==> config.mk <==
export PLATFORM = sky130hd
export DESIGN_NAME = regfile_wb_arbiter
export DESIGN_NICKNAME = d
export VERILOG_FILES = /design/src/rtl/rf_pkg.sv /design/src/rtl/rr_arb2.sv /design/src/rtl/regfile_wb_arbiter.sv
export SDC_FILE = /design/constraint.sdc
export NUM_CORES = 1
export LEC_CHECK = 0
export CORE_MARGIN = 5
export CORE_UTILIZATION = 27
export DETAILED_ROUTE_END_ITERATION = 10
export MAX_ROUTING_LAYER = met4
export PLACE_DENSITY_LB_ADDON = 0.2
export SLEW_MARGIN = 30
export SYNTH_ARGS = -nofsm -noshare
export SYNTH_HDL_FRONTEND = slang
export SYNTH_SLANG_ARGS = --single-unit
==> constraint.sdc <==
create_clock -name clk -period 2.6 [get_ports clk]
set_clock_uncertainty 0.05 [all_clocks]
set_input_delay 0.26 -clock clk [delete_from_list [all_inputs] [get_ports clk]]
set_output_delay 0.26 -clock clk [all_outputs]
set_load 0.005 [all_outputs]
==> src/rtl/rf_pkg.sv <==
// ============================================================================
// Module      : rf_pkg
// Description : Shared register-file widths, types and writeback FSM states.
// Revision    : 1.0 - initial release
// ============================================================================
`timescale 1ns/1ps
`default_nettype none

package rf_pkg;

  localparam int REG_ADDR_W = 5;
  localparam int REG_DATA_W = 32;
  localparam int NUM_REGS   = 32;

  typedef logic [REG_ADDR_W-1:0] reg_addr_t;
  typedef logic [REG_DATA_W-1:0] reg_data_t;

  typedef enum logic [0:0] {
    CLEAR = 1'b0,
    RUN   = 1'b1
  } wb_state_t;

endpackage

`default_nettype wire

==> src/rtl/rr_arb2.sv <==
// ============================================================================
// Module      : rr_arb2
// Description : Two-requester round-robin arbiter; pointer moves past winner.
// Revision    : 1.0 - initial release
// ============================================================================
`timescale 1ns/1ps
`default_nettype none

module rr_arb2 (
  input  logic       clk,
  input  logic       rst,
  input  logic       i_en,
  input  logic [1:0] i_req,
  output logic [1:0] o_grant
);

  logic       r_rr_ptr;
  logic [1:0] w_grant;

  // r_rr_ptr = 0 favours requester 0, 1 favours requester 1.
  always_comb begin
    w_grant    = 2'b00;
    w_grant[0] = i_req[0] & (~i_req[1] | ~r_rr_ptr);
    w_grant[1] = i_req[1] & (~i_req[0] |  r_rr_ptr);
  end

  always_ff @(posedge clk) begin
    if (rst) begin
      r_rr_ptr <= 1'b0;
    end else if (i_en && (w_grant != 2'b00)) begin
      r_rr_ptr <= w_grant[0];
    end
  end

  assign o_grant = w_grant;

endmodule

`default_nettype wire

==> src/rtl/regfile_wb_arbiter.sv <==
// ============================================================================
// Module      : regfile_wb_arbiter
// Description : Owns the register-file write port: post-reset clear pass,
//               then round-robin sharing between ALU and load/store writeback.
// Revision    : 1.0 - initial release
// ============================================================================
`timescale 1ns/1ps
`default_nettype none

module regfile_wb_arbiter #(
  parameter int ADDR_W         = rf_pkg::REG_ADDR_W,
  parameter int DATA_W         = rf_pkg::REG_DATA_W,
  parameter int NUM_REGS       = rf_pkg::NUM_REGS,
  parameter bit CLEAR_ON_RESET = 1'b1
) (
  input  logic              clk,
  input  logic              rst,
  input  logic              a_valid,
  output logic              a_ready,
  input  logic [ADDR_W-1:0] a_addr,
  input  logic [DATA_W-1:0] a_data,
  input  logic              b_valid,
  output logic              b_ready,
  input  logic [ADDR_W-1:0] b_addr,
  input  logic [DATA_W-1:0] b_data,
  output logic [ADDR_W-1:0] rf_rd_addr,
  output logic [DATA_W-1:0] rf_rd_data,
  output logic              rf_we,
  output logic              init_done
);

  localparam logic [ADDR_W-1:0] c_LAST_IDX  = ADDR_W'(NUM_REGS - 1);
  localparam logic [ADDR_W-1:0] c_FIRST_IDX = ADDR_W'(1);
  localparam rf_pkg::wb_state_t c_RESET_STATE =
    CLEAR_ON_RESET ? rf_pkg::CLEAR : rf_pkg::RUN;

  rf_pkg::wb_state_t r_state;
  rf_pkg::wb_state_t w_state_next;
  logic [ADDR_W-1:0] r_clr_idx;
  logic [1:0]        w_grant;
  logic              w_arb_en;
  logic [ADDR_W-1:0] w_sel_addr;
  logic [DATA_W-1:0] w_sel_data;

  assign w_arb_en = (r_state == rf_pkg::RUN) && !rst;

  rr_arb2 u_arb (
    .clk     (clk),
    .rst     (rst),
    .i_en    (w_arb_en),
    .i_req   ({b_valid, a_valid}),
    .o_grant (w_grant)
  );

  always_ff @(posedge clk) begin
    if (rst) begin
      r_state   <= c_RESET_STATE;
      r_clr_idx <= c_FIRST_IDX;
    end else begin
      r_state <= w_state_next;
      if (r_state == rf_pkg::CLEAR) begin
        r_clr_idx <= r_clr_idx + 1'b1;
      end
    end
  end

  always_comb begin
    w_state_next = r_state;
    if ((r_state == rf_pkg::CLEAR) && (r_clr_idx == c_LAST_IDX)) begin
      w_state_next = rf_pkg::RUN;
    end
  end

  always_comb begin
    w_sel_addr = '0;
    w_sel_data = '0;
    if (w_grant[0]) begin
      w_sel_addr = a_addr;
      w_sel_data = a_data;
    end else if (w_grant[1]) begin
      w_sel_addr = b_addr;
      w_sel_data = b_data;
    end
  end

  // A grant to x0 still handshakes; only the write strobe is suppressed.
  always_comb begin
    a_ready    = 1'b0;
    b_ready    = 1'b0;
    rf_we      = 1'b0;
    rf_rd_addr = '0;
    rf_rd_data = '0;
    init_done  = 1'b0;
    if (!rst) begin
      unique case (r_state)
        rf_pkg::CLEAR: begin
          rf_we      = 1'b1;
          rf_rd_addr = r_clr_idx;
        end
        rf_pkg::RUN: begin
          init_done  = 1'b1;
          a_ready    = w_grant[0];
          b_ready    = w_grant[1];
          rf_rd_addr = w_sel_addr;
          rf_rd_data = w_sel_data;
          rf_we      = (w_grant != 2'b00) && (w_sel_addr != '0);
        end
        default: ;
      endcase
    end
  end

endmodule

`default_nettype wire

# == Word level (Yosys, flattened, before mapping) ==
# Index checks and enable logic that the tools add are counted.
# word_totals
regBits,7
output_inout_bits,41
wordCells,36
# classes
add_sub_neg,1
n_eq_ne,1
n_mux,16
n_bitwise,8
reduce_logical,7
# op_table
op,count
32-bit two-way mux,4
5-bit two-way mux,3
5-bit case mux with 2 select lines,1
1-bit two-way mux,7
"5-bit by 1-bit adder with 5-bit output, second input constant",1
"5-bit == test, second input constant",1
5-bit nonzero test,1
1-bit logical AND,4
1-bit NOT,4
1-bit bitwise AND,2
1-bit OR,2
1-bit case mux with 2 select lines,1
2-bit nonzero test,1
1-bit logical NOT,1

# == Longest topological paths before layout ==
# Gate-level depths: netlist of the first run.
# depth
ltp_word,9
mapped_depth,6

# == Modules after synthesis ==
# A second synthesis of the first run with hierarchy kept.
# hier_totals
cells_unflattened,98
hier_area_um2,867.1
# by_module_without_submodules
mod,n_inst,cells_per_inst,area_each_um2
regfile_wb_arbiter,1,91,802.0
rr_arb2,1,7,65.1

# == Worst setup path after synthesis of the first run ==
# Ideal clock, no wire load.
# synth_timing
kind,reg2out
from,register r_state
to,output port rf_rd_data[24]
arrival_time_ps,1195
t_required_ps,2290
path_slack_ps,1095
path_stages_with_launch,7
cell_sequence,dfxtp_1 > buf_6 > nor2b_4 > and3_4 > buf_6 > buf_6 > a22o_4
# synth_between
elab_chain_len,2
# synth_rtl
element,line,text
from (decl),regfile_wb_arbiter.sv:37,rf_pkg::wb_state_t r_state;
from (signal assigned),regfile_wb_arbiter.sv:57,r_state <= c_RESET_STATE;
from (signal assigned),regfile_wb_arbiter.sv:60,r_state <= w_state_next;
32-bit two-way mux,regfile_wb_arbiter.sv:95,unique case (r_state)
32-bit two-way mux,regfile_wb_arbiter.sv:94,if (!rst) begin
to (decl),regfile_wb_arbiter.sv:27,"output logic [DATA_W-1:0] rf_rd_data,"
# Every way passes these cells.

# == Final worst setup path of the first run ==
# layout_timing
from,input port a_valid
to,output port rf_rd_data[17]
# layout_between
elab_chain_len,7
elab_cells_between_ends,8
cone_classes,mux (4); bitwise (4)
# layout_rtl
element,line,text
from (decl),regfile_wb_arbiter.sv:18,"input logic a_valid,"
1-bit NOT,rr_arb2.sv:24,w_grant[1] = i_req[1] & (~i_req[0] | r_rr_ptr);
1-bit OR,rr_arb2.sv:24,
1-bit bitwise AND,rr_arb2.sv:24,
32-bit two-way mux,regfile_wb_arbiter.sv:80,end else if (w_grant[1]) begin
32-bit two-way mux *,regfile_wb_arbiter.sv:77,if (w_grant[0]) begin
32-bit two-way mux *,regfile_wb_arbiter.sv:95,
32-bit two-way mux *,regfile_wb_arbiter.sv:94,
# Mark *: on every way between the ends. The rest lies on a longest branch, timed or not.

==> results of run 1 <==
==> final cells by class <==
class                   instances  area share
clock buffers                   4     0.01267
multi-input cells              78      0.3054
flip-flops and latches          7     0.06759
well taps                      44     0.02655
repair buffers                123      0.5878
==> placed cells by master, fill, tap and decap left out <==
master           count
clkdlybuf4s50_1    118
a22o_1              31
nor2_1              12
dfxtp_1              7
a32oi_1              5
buf_4                5
a211oi_1             4
clkbuf_4             3
or4_1                2
mux2i_1              2
nand2b_1             2
xor2_1               2
ha_1                 2
nand2b_4             1
a21boi_4             1
nand2_1              1
nand3_1              1
a311oi_1             1
nor2b_4              1
and3_4               1
and2_1               1
a22o_4               1
and3_1               1
a21o_1               1
a41oi_1              1
o21bai_1             1
nand4b_1             1
nor2b_1              1
xnor2_1              1
clkbuf_1             1
==> power groups by stage <==
stage	combinational, mW	clock (mW)	sequential (mW)
2_1_floorplan	0.0339	0	0.121
3_3_place_gp	0.166	0	0.122
3_5_place_dp	0.171	0	0.123
4_1_cts	0.172	0.106	0.121
5_1_grt	0.183	0.114	0.122
6_report	0.171	0.102	0.122
==> final timing paths <==
| kind | from | to | slack (ns) | depth (start not counted) |
|---|---|---|---|---|
| max | a_valid | rf_rd_data[17] | 0.09 | 6 |
| min | u_arb.r_rr_ptr | u_arb.r_rr_ptr | 0.49 | 2 |
| max reg2reg | r_clr_idx[0] | r_clr_idx[4] | 1.24 | 5 |
| min reg2reg | u_arb.r_rr_ptr | u_arb.r_rr_ptr | 0.49 | 2 |
==> state kept, by name (all words and copies together) (netlist names) <==
| signal | count |
|---|---|
| r_clr_idx | 5 |
| r_state | 1 |
| u_arb.r_rr_ptr | 1 |
==> critical path: stages <==
cell and delay [ns]:
clkdlybuf4s50_1 0.55, a21boi_4 0.29, and2_1 0.18, buf_4 0.23
a22o_1 0.17, clkdlybuf4s50_1 0.52
==> per-layer routing <==
metal,track usage,vias up,part of all wire
met5,-,-,0
met4,0.05823,0,0.025
met3,0.07488,12,0.11
met2,0.3460,66,0.48
met1,0.1976,579,0.38
li1,-,620,-
==> kinds of logic after synthesis <==
kind of cell / after synthesis
buffers and inverters: 12
XOR/XNOR: 3
flip-flops: 7
multiplexers: 2
adder cells (fa/ha/maj): 2
AO/OA/AOI/OAI: 46
AND/OR/NAND/NOR: 25
==> results.sh, run 1 <==
export IMPL_synth_ff_type="dfxtp_1"
export IMPL_synthMuxAreaShare=0.02263
export IMPL_synth_edf_count=0
export IMPL_grt_total_usage=0.1948
export IMPL_io_buffers=118
export IMPL_io_pins=119
export IMPL_yosysMostFrequentCell="a22o_1"
export IMPL_report_final_slew_viol_count=0
export IMPL_antenna_found_initial=0
export IMPL_drcViolationCount=0
export IMPL_die_x_um=67.24
export IMPL_placed_area_um2=2047
export IMPL_antenna_cells=0
export IMPL_cp_max_fo=20
export IMPL_placed_cells=252
export IMPL_cap_violations=0
export IMPL_synth_area_leaders="a22o_1 (31%), dfxtp_1 (16%), buf_6 (10%), nor2_1 (5.1%), a32oi_1 (5.0%)"
export IMPL_yosys_area_share_simple=0.1669
export IMPL_dp_hpwl_mm=4.039
export IMPL_crit_path_end_kind="primary output"
export IMPL_synth_top_family_by_area="compound AO/OA/AOI/OAI gates"
export IMPL_routed_wl_mm=4.688
export IMPL_nFillCells=277
export IMPL_clkTransAtPathRegs_ns=0.06
export IMPL_critPathKind="input pin to primary output"
export IMPL_insertion_delay_ns=0.25
export IMPL_synth_largest_area_cell="a22o_1"
export IMPL_fmax_mhz=398.2
export IMPL_fin_area_um2=2073
export IMPL_clkSinkCount=7
export IMPL_initial_core_util=0.2851
export IMPL_cp_arrival_ns=2.20
export IMPL_numCtsBuffers=3
export IMPL_grt_max_degree=35
export IMPL_slew_headroom=0.7567
export IMPL_hold_path_class="flip-flop to flip-flop"
export IMPL_syn_to_final_growth_pct=134.4
export IMPL_synth_xor_area_share=0.02970
export IMPL_first_iter_violations=49
export IMPL_grt_pass1_wl_mm=6.575
export IMPL_peakVddDrop_uv=215.5
export IMPL_grt_pass1_vias=1287
export IMPL_register_area_um2=140.1
export IMPL_status="finished clean"
export IMPL_netlist_instances=97
export IMPL_row_count=20
export IMPL_fin_crit_ns=2.511
export IMPL_synthAdderAreaFrac=0.02829
export IMPL_combPwrFrac=0.434
export IMPL_yosys_warnings=0
export IMPL_syn_avg_cell_area_um2=9.120
export IMPL_cp_required_ns=2.29
export IMPL_nets=293
export IMPL_cts_resized=0
export IMPL_synthTopCellsByCount="a22o_1 (31), nor2_1 (12), buf_6 (8), dfxtp_1 (7), a32oi_1 (5)"
export IMPL_die_area_um2=4521
export IMPL_power_uw=394.8
export IMPL_synth_compound_area_share=0.4682
export IMPL_synthArstFlopShare=0
export IMPL_timing_setup_tns_ns=0
export IMPL_ant_nets=0
export IMPL_cts_tree="built"
export IMPL_cts_root_buf="clkbuf_4"
export IMPL_synth_seq_area_share=0.1584
export IMPL_ctsHoldBuffers=0
export IMPL_power_frac_seq=0.308
export IMPL_place_gp_congestion=0.8378
export IMPL_layout_drive_gt1_share=0.06132
export IMPL_hold_violations=0
export IMPL_dieHeight_um=67.24
export IMPL_fin_crit_sh=0.9658
export IMPL_finalNonFillerCells=256
export IMPL_internal_power_uw=300.5
export IMPL_wl_per_cell_um=18.31
export IMPL_synth_seq_cells=7
export IMPL_ys_types=30
export IMPL_synth_top_cell_area_share=0.3069
export IMPL_rsz0062_at_grt="false"
export IMPL_worstSetupStartpointType="input pin"
export IMPL_via_per_inst=4.988
export IMPL_syn_nets=177
export IMPL_p_clk_frac=0.258
export IMPL_p_sw_uw=94.28
export IMPL_gr_total_overflow=0
export IMPL_power_density_nw_per_um2=190.4
export IMPL_post_place_ws_ns=0.09348
export IMPL_cts_path_max_buffers=2
export IMPL_final_core_util=0.6681
export IMPL_setup_violations=0
export IMPL_synth_area_um2=884.6
export IMPL_fin_ws_ns=0.08881
export IMPL_fp_coreArea_um2=3103
export IMPL_h_tree_depth=1
export IMPL_dr_total_vias=1277
export IMPL_cellLeakagePower_nw=0.7641
export IMPL_tightest_slew_ns=0.3650
export IMPL_swShare=0.2388
export IMPL_hold_worst_slack_ns=0.4923
export IMPL_drtPass1Iterations=4
export IMPL_cts_setup_buffers=0
export IMPL_multi_input_area_um2=633.1
Power figures use the tool's default switching activity.
==> inputs of run 2 (changes only) <==
--- a/config.mk
+++ b/config.mk
@@ -10,6 +10,7 @@
 export DETAILED_ROUTE_END_ITERATION = 10
 export MAX_ROUTING_LAYER = met4
 export PLACE_DENSITY_LB_ADDON = 0.2
+export RECOVER_POWER = 100
 export SLEW_MARGIN = 30
 export SYNTH_ARGS = -nofsm -noshare
 export SYNTH_HDL_FRONTEND = slang
==> run 2 against run 1 <==
Compared with the run above:
- sequential power about the same
- sequential cell count unchanged
- combinational power about the same
- worst hold slack about the same
- power down 0.40%
- critical path type unchanged
- largest cell class unchanged
==> results.sh, run 2 (same netlist as run 1, synthesis figures left out) <==
export IMPL_swShare=0.2402
export IMPL_p_sw_uw=94.45
export IMPL_cp_endpoint="rf_rd_data[17]"
export IMPL_fin_ws_ns=0.08814
export IMPL_cts_setup_buffers=0
export IMPL_internal_power_uw=298.7
export IMPL_critPathKind="input pin to primary output"
export IMPL_largest_reg_flops=5
export IMPL_antenna_cells=0
export IMPL_grt_total_usage=0.1948
export IMPL_crit_path_top_delay_cell="clkdlybuf4s50_1"
export IMPL_cap_violations=0
export IMPL_crit_start="a_valid"
export IMPL_final_common_cell="clkdlybuf4s50_1"
export IMPL_die_area_um2=4521
export IMPL_worstHoldPathCells=2
export IMPL_cts_resized=0
export IMPL_insertion_delay_ns=0.26
export IMPL_reg2reg_to="r_clr_idx[4]"
export IMPL_timing_setup_tns_ns=0
export IMPL_rsz0062_at_grt="false"
export IMPL_top_regs="r_clr_idx: 5 flops, r_state: 1 flops, u_arb.r_rr_ptr: 1 flops"
export IMPL_post_place_ws_ns=0.09348
export IMPL_cts_root_buf="clkbuf_4"
export IMPL_hold_path_class="flip-flop to flip-flop"
export IMPL_cp_max_fo=20
export IMPL_p_clk_frac=0.260
export IMPL_gr_total_overflow=0
export IMPL_cp_arrival_ns=2.20
export IMPL_largest_register="r_clr_idx"
export IMPL_io_buffers=118
export IMPL_antenna_found_initial=0
export IMPL_cellLeakagePower_nw=0.7786
export IMPL_dp_hpwl_mm=4.039
export IMPL_die_x_um=67.24
export IMPL_r2r_cells=5
export IMPL_first_iter_violations=49
export IMPL_drtPass1Iterations=4
export IMPL_ctsHoldBuffers=0
export IMPL_via_per_inst=4.984
export IMPL_nFillCells=277
export IMPL_row_count=20
export IMPL_fin_crit_sh=0.9661
export IMPL_place_gp_congestion=0.8378
export IMPL_nets=293
export IMPL_tightest_slew_ns=0.3650
export IMPL_initial_core_util=0.2851
export IMPL_peakVddDrop_uv=215.5
export IMPL_grt_pass1_vias=1287
export IMPL_clkSinkCount=7
export IMPL_cts_path_max_buffers=2
export IMPL_cts_tree="built"
export IMPL_fmax_mhz=398.1
export IMPL_r2r_start="r_clr_idx[0]"
export IMPL_wl_per_cell_um=18.34
export IMPL_layout_drive_gt1_share=0.06132
export IMPL_fin_crit_ns=2.512
export IMPL_fp_coreArea_um2=3103
export IMPL_slew_headroom=0.7567
export IMPL_layout_common_cells="clkdlybuf4s50_1 (112), a22o_1 (31), nor2_1 (12), dfxtp_1 (7), dlygate4sd3_1 (6)"
export IMPL_drcViolationCount=0
export IMPL_power_density_nw_per_um2=189.6
export IMPL_numCtsBuffers=3
export IMPL_critPathMaxStageDelay_ns=0.55
export IMPL_power_frac_seq=0.309
export IMPL_hold_violations=0
export IMPL_report_final_slew_viol_count=0
export IMPL_path_cells="clkdlybuf4s50_1 -> a21boi_4 -> and2_1 -> buf_4 -> a22o_1 -> clkdlybuf4s50_1"
export IMPL_cp_required_ns=2.29
export IMPL_combPwrFrac=0.431
export IMPL_final_core_util=0.6681
export IMPL_crit_path_end_kind="primary output"
export IMPL_setup_violations=0
export IMPL_io_pins=119
export IMPL_rrSetupSlack_ns=1.24
export IMPL_h_tree_depth=1
export IMPL_ant_nets=0
export IMPL_status="finished clean"
export IMPL_grt_max_degree=35
export IMPL_routed_wl_mm=4.694
export IMPL_grt_pass1_wl_mm=6.575
export IMPL_syn_to_final_growth_pct=134.4
export IMPL_dr_total_vias=1276
export IMPL_worstSetupStartpointType="input pin"
export IMPL_path_common_cell="clkdlybuf4s50_1"
export IMPL_clkTransAtPathRegs_ns=0.06
export IMPL_dieHeight_um=67.24
run 2: cell types whose count changed in the layout (fill, tap and decap cells not counted):
cell,before,now
clkdlybuf4s50_1,118,112
dlygate4sd3_1,0,6
run 2: layer usage:
metal / wire length, µm / vias up / global-route usage
met5: 0 / - / -
met4: 118 / 0 / 0.05823
met3: 530 / 12 / 0.07488
met2: 2271 / 66 / 0.3460
met1: 1773 / 578 / 0.1976
li1: - / 620 / -
run 2: power by group through the flow:
stage               clock, mW  combinational (mW)  sequential (mW)
detailed placement          0               0.171            0.123
global placement            0               0.166            0.122
finish                  0.102               0.169            0.122
CTS                     0.106               0.172            0.121
global route            0.114               0.181            0.122
floorplan                   0              0.0339            0.121
run 2: how the worst min path moves through the flow:
stage | from | slack [ns] | to
5_1_grt | r_clr_idx[3] | 0.52 | r_clr_idx[3]
3_3_place_gp | r_clr_idx[4] | 0.46 | r_clr_idx[4]
6_report | u_arb.r_rr_ptr | 0.49 | u_arb.r_rr_ptr
2_1_floorplan | rst | 0.31 | r_clr_idx[0]
3_5_place_dp | u_arb.r_rr_ptr | 0.49 | u_arb.r_rr_ptr
4_1_cts | u_arb.r_rr_ptr | 0.50 | u_arb.r_rr_ptr
run 2: through the flow:
step | hold WS [ns] | area, µm² | power, mW | instances
detailed placement | 0.4873 | 2047 | 0.2943 | 252
floorplan | 0.3115 | 884.6 | 0.1551 | 97
global placement | 0.4642 | 2047 | 0.2889 | 252
CTS | 0.4979 | 2073 | 0.3988 | 256
global route | 0.5178 | 2073 | 0.4169 | 256
finish | 0.4924 | 2073 | 0.3932 | 256
run 2: layout make-up:
type	count	area [µm²]	area share
Sequential cell	7	140.1	0.06759
Multi-Input combinational cell	78	633.1	0.3054
Timing Repair Buffer	123	1219	0.5878
Clock buffer	4	26.28	0.01267
Tap cell	44	55.05	0.02655
run 2: critical path: cells and delay by family:
family          cells  cell delay, ns
buf+inv             3            1.30
compound gates      2            0.46
simple gates        1            0.18
